File: config.mk
export PLATFORM = sky130hd
export DESIGN_NAME = writeback_queue_flat
export DESIGN_NICKNAME = d
export VERILOG_FILES = /design/src/rtl/wb_pkg.sv /design/src/rtl/writeback_queue_if.sv /design/src/rtl/wb_fifo.sv /design/src/rtl/writeback_queue.sv /design/src/flat_wrapper.sv
export SDC_FILE = /design/constraint.sdc
export NUM_CORES = 1
export LEC_CHECK = 0
export ABC_AREA = 1
export BUFFER_PORTS_ARGS = -buffer_cell sky130_fd_sc_hd__clkbuf_2
export CAP_MARGIN = 30
export CELL_PAD_IN_SITES_DETAIL_PLACEMENT = 0
export CELL_PAD_IN_SITES_GLOBAL_PLACEMENT = 1
export CORE_UTILIZATION = 48
export DETAILED_ROUTE_END_ITERATION = 7
export PLACE_DENSITY = 0.95
export SLEW_MARGIN = 20
export SYNTH_ARGS = -nofsm -noshare
export SYNTH_HDL_FRONTEND = slang
export SYNTH_HIERARCHICAL = 1
export SYNTH_SLANG_ARGS = --single-unit
File: constraint.sdc
create_clock -name clk -period 6.13 [get_ports clk]
set_input_delay 0.9195 -clock clk [delete_from_list [all_inputs] [get_ports clk]]
set_output_delay 0.9195 -clock clk [all_outputs]
set_load 0.005 [all_outputs]
File: src/rtl/wb_pkg.sv
// Shared types and constants for the register-bank writeback queue.
package wb_pkg;

    localparam int unsigned DATA_W   = 32;
    localparam int unsigned ADDR_W   = 5;
    localparam int unsigned NUM_REGS = 16;

    typedef struct packed {
        logic [ADDR_W-1:0] dest;
        logic [DATA_W-1:0] data;
    } wb_entry_t;

    // Register 0 is hardwired and addresses past the bank are never written.
    function automatic logic isWritable(input logic [ADDR_W-1:0] dest);
        return (dest != '0) && (32'(dest) < NUM_REGS);
    endfunction

endpackage

File: src/rtl/writeback_queue_if.sv
// Result handshakes, register-bank write port and decode hazard lookup.
interface writeback_queue_if #(
    parameter int unsigned DEPTH = 4
);

    localparam int unsigned CNT_W = $clog2(DEPTH) + 1;

    logic                        aluValid;
    logic                        aluReady;
    logic [wb_pkg::ADDR_W-1:0]   aluDest;
    logic [wb_pkg::DATA_W-1:0]   aluData;
    logic                        memValid;
    logic                        memReady;
    logic [wb_pkg::ADDR_W-1:0]   memDest;
    logic [wb_pkg::DATA_W-1:0]   memData;
    logic                        regWrite;
    logic [wb_pkg::ADDR_W-1:0]   regD;
    logic [wb_pkg::DATA_W-1:0]   writeData;
    logic [wb_pkg::ADDR_W-1:0]   regS;
    logic [wb_pkg::ADDR_W-1:0]   regT;
    logic                        hazardS;
    logic                        hazardT;
    logic [CNT_W-1:0]            qCount;

    // The queue is the write-side master of the bank.
    modport master (
        input  aluValid, aluDest, aluData, memValid, memDest, memData, regS, regT,
        output aluReady, memReady, regWrite, regD, writeData, hazardS, hazardT, qCount
    );

    modport slave (
        output aluValid, aluDest, aluData, memValid, memDest, memData, regS, regT,
        input  aluReady, memReady, regWrite, regD, writeData, hazardS, hazardT, qCount
    );

endinterface

File: src/rtl/wb_fifo.sv
// In-order result queue; exposes per-entry occupancy and dest for hazard lookup.
module wb_fifo
    import wb_pkg::*;
#(
    parameter int unsigned DEPTH = 4
) (
    input  logic                          clk,
    input  logic                          rst_n,
    input  logic                          i_push,
    input  wb_entry_t                     i_entry,
    input  logic                          i_pop,
    output wb_entry_t                     o_head,
    output logic [$clog2(DEPTH):0]        o_count,
    output logic [DEPTH-1:0]              o_valid,
    output logic [ADDR_W-1:0]             o_dest [DEPTH]
);

    localparam int unsigned PTR_W = $clog2(DEPTH);
    localparam int unsigned CNT_W = PTR_W + 1;

    wb_entry_t        r_mem [DEPTH];
    logic [PTR_W-1:0] r_wr_ptr;
    logic [PTR_W-1:0] r_rd_ptr;
    logic [CNT_W-1:0] r_count;

    // Pointers wrap naturally; the count alone separates full from empty.
    always_ff @(posedge clk or negedge rst_n) begin
        if (!rst_n) begin
            r_wr_ptr <= '0;
            r_rd_ptr <= '0;
            r_count  <= '0;
        end else begin
            if (i_push) r_wr_ptr <= r_wr_ptr + PTR_W'(1);
            if (i_pop)  r_rd_ptr <= r_rd_ptr + PTR_W'(1);
            r_count <= r_count + CNT_W'(i_push) - CNT_W'(i_pop);
        end
    end

    always_ff @(posedge clk) begin
        if (i_push) r_mem[r_wr_ptr] <= i_entry;
    end

    assign o_head  = r_mem[r_rd_ptr];
    assign o_count = r_count;

    always_comb begin
        logic [PTR_W-1:0] w_off;
        w_off = '0;
        for (int i = 0; i < int'(DEPTH); i++) begin
            w_off      = PTR_W'(i) - r_rd_ptr;
            o_dest[i]  = r_mem[i].dest;
            o_valid[i] = ({1'b0, w_off} < r_count);
        end
    end

endmodule

File: src/rtl/writeback_queue.sv
// Writeback queue: arbitrates ALU/load results, drains them to the bank, flags RAW hazards.
module writeback_queue
    import wb_pkg::*;
#(
    parameter int unsigned DEPTH = 4
) (
    input  logic              clk,
    input  logic              rst_n,
    writeback_queue_if.master bus
);

    localparam int unsigned CNT_W = $clog2(DEPTH) + 1;

    logic              w_space;
    logic              w_alu_xfer;
    logic              w_mem_xfer;
    logic              w_push;
    logic              w_pop;
    wb_entry_t         w_push_entry;
    wb_entry_t         w_head;
    logic [CNT_W-1:0]  w_count;
    logic [DEPTH-1:0]  w_valid;
    logic [ADDR_W-1:0] w_dest [DEPTH];
    logic              w_haz_s;
    logic              w_haz_t;

    logic              r_rr_last;  // 0: ALU granted last, 1: load granted last
    logic              r_reg_write;
    logic [ADDR_W-1:0] r_reg_d;
    logic [DATA_W-1:0] r_write_data;

    // No pass-through when full; ready never depends on the source's own valid.
    assign w_space      = (w_count < CNT_W'(DEPTH));
    assign bus.aluReady = rst_n & w_space & (~bus.memValid | r_rr_last);
    assign bus.memReady = rst_n & w_space & (~bus.aluValid | ~r_rr_last);
    assign w_alu_xfer   = bus.aluValid & bus.aluReady;
    assign w_mem_xfer   = bus.memValid & bus.memReady;
    assign w_pop        = (w_count != '0);

    always_comb begin
        w_push_entry = '{dest: bus.aluDest, data: bus.aluData};
        w_push       = 1'b0;
        if (w_alu_xfer) begin
            w_push = isWritable(bus.aluDest);
        end else if (w_mem_xfer) begin
            w_push_entry = '{dest: bus.memDest, data: bus.memData};
            w_push       = isWritable(bus.memDest);
        end
    end

    wb_fifo #(
        .DEPTH (DEPTH)
    ) u_fifo (
        .clk     (clk),
        .rst_n   (rst_n),
        .i_push  (w_push),
        .i_entry (w_push_entry),
        .i_pop   (w_pop),
        .o_head  (w_head),
        .o_count (w_count),
        .o_valid (w_valid),
        .o_dest  (w_dest)
    );

    always_ff @(posedge clk or negedge rst_n) begin
        if (!rst_n) begin
            r_rr_last    <= 1'b0;
            r_reg_write  <= 1'b0;
            r_reg_d      <= '0;
            r_write_data <= '0;
        end else begin
            if (w_alu_xfer)      r_rr_last <= 1'b0;
            else if (w_mem_xfer) r_rr_last <= 1'b1;
            r_reg_write <= w_pop;
            if (w_pop) begin
                r_reg_d      <= w_head.dest;
                r_write_data <= w_head.data;
            end
        end
    end

    always_comb begin
        w_haz_s = r_reg_write && (r_reg_d == bus.regS);
        w_haz_t = r_reg_write && (r_reg_d == bus.regT);
        for (int i = 0; i < int'(DEPTH); i++) begin
            if (w_valid[i] && (w_dest[i] == bus.regS)) w_haz_s = 1'b1;
            if (w_valid[i] && (w_dest[i] == bus.regT)) w_haz_t = 1'b1;
        end
    end

    assign bus.hazardS   = (bus.regS != '0) & w_haz_s;
    assign bus.hazardT   = (bus.regT != '0) & w_haz_t;
    assign bus.regWrite  = r_reg_write;
    assign bus.regD      = r_reg_d;
    assign bus.writeData = r_write_data;
    assign bus.qCount    = w_count;

endmodule
File: src/flat_wrapper.sv
// flat-port wrapper written by rule: the top's interface ports become plain ports
module writeback_queue_flat import wb_pkg::*;
#(
    parameter int unsigned DEPTH = 4
)
  (clk, rst_n, bus_aluValid, bus_aluDest, bus_aluData, bus_memValid, bus_memDest, bus_memData, bus_regS, bus_regT, bus_aluReady, bus_memReady, bus_regWrite, bus_regD, bus_writeData, bus_hazardS, bus_hazardT, bus_qCount);
  writeback_queue_if #(.DEPTH(DEPTH)) bus_i ();
  input  logic clk;
  input  logic rst_n;
  input wire logic [$bits(bus_i.aluValid)-1:0] bus_aluValid;
  input wire logic [$bits(bus_i.aluDest)-1:0] bus_aluDest;
  input wire logic [$bits(bus_i.aluData)-1:0] bus_aluData;
  input wire logic [$bits(bus_i.memValid)-1:0] bus_memValid;
  input wire logic [$bits(bus_i.memDest)-1:0] bus_memDest;
  input wire logic [$bits(bus_i.memData)-1:0] bus_memData;
  input wire logic [$bits(bus_i.regS)-1:0] bus_regS;
  input wire logic [$bits(bus_i.regT)-1:0] bus_regT;
  output wire logic [$bits(bus_i.aluReady)-1:0] bus_aluReady;
  output wire logic [$bits(bus_i.memReady)-1:0] bus_memReady;
  output wire logic [$bits(bus_i.regWrite)-1:0] bus_regWrite;
  output wire logic [$bits(bus_i.regD)-1:0] bus_regD;
  output wire logic [$bits(bus_i.writeData)-1:0] bus_writeData;
  output wire logic [$bits(bus_i.hazardS)-1:0] bus_hazardS;
  output wire logic [$bits(bus_i.hazardT)-1:0] bus_hazardT;
  output wire logic [$bits(bus_i.qCount)-1:0] bus_qCount;
  assign bus_i.aluValid = bus_aluValid;
  assign bus_i.aluDest = bus_aluDest;
  assign bus_i.aluData = bus_aluData;
  assign bus_i.memValid = bus_memValid;
  assign bus_i.memDest = bus_memDest;
  assign bus_i.memData = bus_memData;
  assign bus_i.regS = bus_regS;
  assign bus_i.regT = bus_regT;
  assign bus_aluReady = bus_i.aluReady;
  assign bus_memReady = bus_i.memReady;
  assign bus_regWrite = bus_i.regWrite;
  assign bus_regD = bus_i.regD;
  assign bus_writeData = bus_i.writeData;
  assign bus_hazardS = bus_i.hazardS;
  assign bus_hazardT = bus_i.hazardT;
  assign bus_qCount = bus_i.qCount;
  writeback_queue #(.DEPTH(DEPTH)) u_core (.clk(clk), .rst_n(rst_n), .bus(bus_i));
endmodule
==> metrics.yaml <==
start_kind: "register"
grt_pass1_vias: 6303
power_density_nw_per_um2: 431
grt_start_max_net_pins: 78
synthMuxAreaShare_pct: 4.92
grt.total_usage_pct: 22.0
path_class: "register to primary output"
timing.rr.start: "u_core/u_fifo/o_count[2]"
drv_slew: 0
layout_commonest_cell: "nand2_1"
dp_hpwl_um: 14100
p_switching_mw: 1.65
area_growth_pct: 12.0
diodes: 0
io_pins: 133
cts-root-buf: "clkbuf_16"
numCtsBuffers: 17
rr_worst_depth: 9
synth_cells: 1031
final_cell_mix: "562 x nand2_1, 148 x edfxtp_1, 132 x clkbuf_2"
drive_above_1_share_pct: 18.8
yosysTopAreaCell: "edfxtp_1"
hold_depth: 1
period_needed_ns: 4.24
p_int_mw: 2.96
finalHoldViolations: 0
cts.sinks: 194
yosysTopAreaCellShare_pct: 46.6
wl_per_cell_um: 15.5
globalplace.congestion: 0.930
critPathRequiredTime_ns: 5.21
overflow: 0
drc: 0
setup_violations: 0
ys_ff_latch: 194
regArea_um2: 5600
die_y_um: 143
p_comb_share_pct: 36.0
synth-xor-area-share_pct: 0.734
synthArstFlopShare_pct: 23.7
r2r_slack_ns: 3.22
gr-usage-met3_pct: 4.90
core_um2: 19500
synth_seq_area_share_pct: 58.6
dr.pass1.iters: 8
multiInputGateArea_um2: 3260
syn_area_um2: 9550
cts_tree: "built"
fin_setup_tns_ns: 0
synth_fa_ha_area_share_pct: 1.52
fin_cells: 1401
leakage_nw: 5.25
synth-edff-count: 148
hold_class: "register to register"
path_clk_slew_ns: 0.07
insertion_delay_ns: 0.43
status: "finished, final reports clean"
postSynthAreaPerCell_um2: 9.26
rr_endpoint: "u_core/u_fifo/r_mem[3][11]"
use_met2_pct: 35.1
p_clk_share_pct: 23.5
path_max_fanout: 40
vias: 6855
finalCritPeriodShare_pct: 69.1
synth_compound_area_share_pct: 1.63
nets: 1222
initial_core_util_pct: 49.0
fin_worst_skew_ns: 0.0102
synthSimpleGateAreaFrac_pct: 25.4
holdBufCountCts: 0
met1_usage_pct: 29.3
die_area_um2: 20500
endpoint_kind: "primary output"
vias_per_cell: 4.89
p_seq_share_pct: 40.4
cts_resized: 0
post_cts_buffers: 0
fmax_mhz: 236
ant_nets: 0
dpl.cell_count: 1369
switching_share_pct: 35.7
drtIter0Drc: 543
synth_top_family_by_area: "simple AND/OR/NAND/NOR gates"
h-tree-depth: 4
portBuffers: 132
syn-num-nets: 1130
busiest_layer: "met2"
cts_buffer_depth: 2
synth_cell_types: 29
rows: 51
whs_endpoint: "u_core/bus.writeData[29]"
tightest_slew_ns: 0.919
wl_um: 21700
antenna_found_initial: 0
maxSlewHeadroom_pct: 38.2
n_fill_cell: 1701
ys.warnings.count: 6
dieWidth_um: 143
synthFlopType: "edfxtp_1"
grt_pass1_wl_um: 33500
fin_total_pwr_mw: 4.61
ir_drop_uv: 228
synth_area_leaders: "edfxtp_1 47%, nand2_1 22%, dfrtp_1 12%"
cp.arrival_ns: 3.32
rsz0062_at_grt: "no"
hp-start: "u_core/bus.writeData[29]"
max_cap_viol_count: 0
==> critical path: stages (launching register included) <==
cell      delay (ns)
dfrtp_2         0.92
inv_2           0.55
nand2_1         0.22
nand2_1         0.11
inv_2           0.06
ha_1            0.22
nand2_1         0.07
nand2_1         0.05
nand2_1         0.07
o21ai_0         0.08
nor2_1          0.11
nand3_1         0.08
nand2_1         0.07
nor2_1          0.05
nor2_1          0.10
clkbuf_2        0.12
==> area by class of cell <==
| cell class | instances | share of cell area [%] |
|---|---|---|
| flip-flops and latches | 194 | 52.4 |
| well taps | 265 | 3.10 |
| clock buffers | 17 | 3.98 |
| inverters | 61 | 2.19 |
| multi-input cells | 714 | 30.5 |
| clock inverters | 15 | 1.46 |
| repair buffers | 135 | 6.39 |
==> metrics by stage <==
step           hold WS (ns)  cell area, µm²  setup slack [ns]  utilization, %
2_1_floorplan         0.458            9550              3.11               -
3_3_place_gp          0.489           10100              2.08            52.0
3_5_place_dp          0.495           10100              1.96            52.0
4_1_cts               0.509           10700              1.89            54.9
5_1_grt               0.530           10700              1.64            54.9
6_report              0.506           10700              1.89            54.9
==> state kept, by name, summed over array words and instances (netlist names) <==
register                cells
u_core/u_fifo/r_rd_ptr      2
u_core/u_fifo/r_mem       148
u_core/u_fifo/o_count       3
u_core/r_rr_last            1
u_core/bus.regD             5
u_core/bus.writeData       32
u_core/u_fifo/r_wr_ptr      2
u_core/bus.regWrite         1
==> layer usage <==
layer	vias up	wire, µm	part of all wire [%]
met3	32	1360	6.2
li1	3423	-	-
met2	240	10300	48
met1	3160	9530	44
met5	-	0	0
met4	0	510	2.3
==> synth_stat cells (2+ instances only) <==
cell,number
nand2_1,562
edfxtp_1,148
inv_1,54
dfrtp_1,46
nor2_1,46
mux2_4,29
buf_4,27
o21ai_0,22
nand3_1,17
buf_2,16
buf_6,13
ha_1,10
xor2_1,8
clkbuf_1,6
inv_2,5
o21ai_1,4
mux2_2,3
a21oi_1,2
inv_4,2
nor3_1,2
==> worst max path at each step <==
stage	start	endpoint	slack, ns
floorplan	rst_n	u_core/u_fifo/r_mem[0][0]	3.11
global placement	rst_n	u_core/u_fifo/r_mem[2][5]	2.08
detailed placement	rst_n	u_core/u_fifo/r_mem[3][16]	1.96
CTS	u_core/u_fifo/r_rd_ptr[1]	bus_hazardT	1.89
global route	u_core/u_fifo/r_rd_ptr[1]	bus_hazardS	1.64
finish	u_core/u_fifo/r_rd_ptr[1]	bus_hazardT	1.89
==> power by group through the flow <==
stage	sequential (mW)	combinational, mW	clock (mW)
finish	1.86	1.66	1.09
global route	1.89	1.87	1.16
CTS	1.86	1.67	1.10
detailed placement	1.89	1.66	0
global placement	1.89	1.62	0
floorplan	1.82	1.29	0
==> cells by family (layout without fill, tap and decap cells) <==
logic type	after synthesis	count (layout)
and+or+nand+nor	633	633
adders and majority gates	11	11
muxes	32	32
AOI/OAI and AO/OA	30	30
xor gates and xnor gates	8	8
buffers and inverters	123	228
DFF	194	194
(Power assumes the default switching activity.)
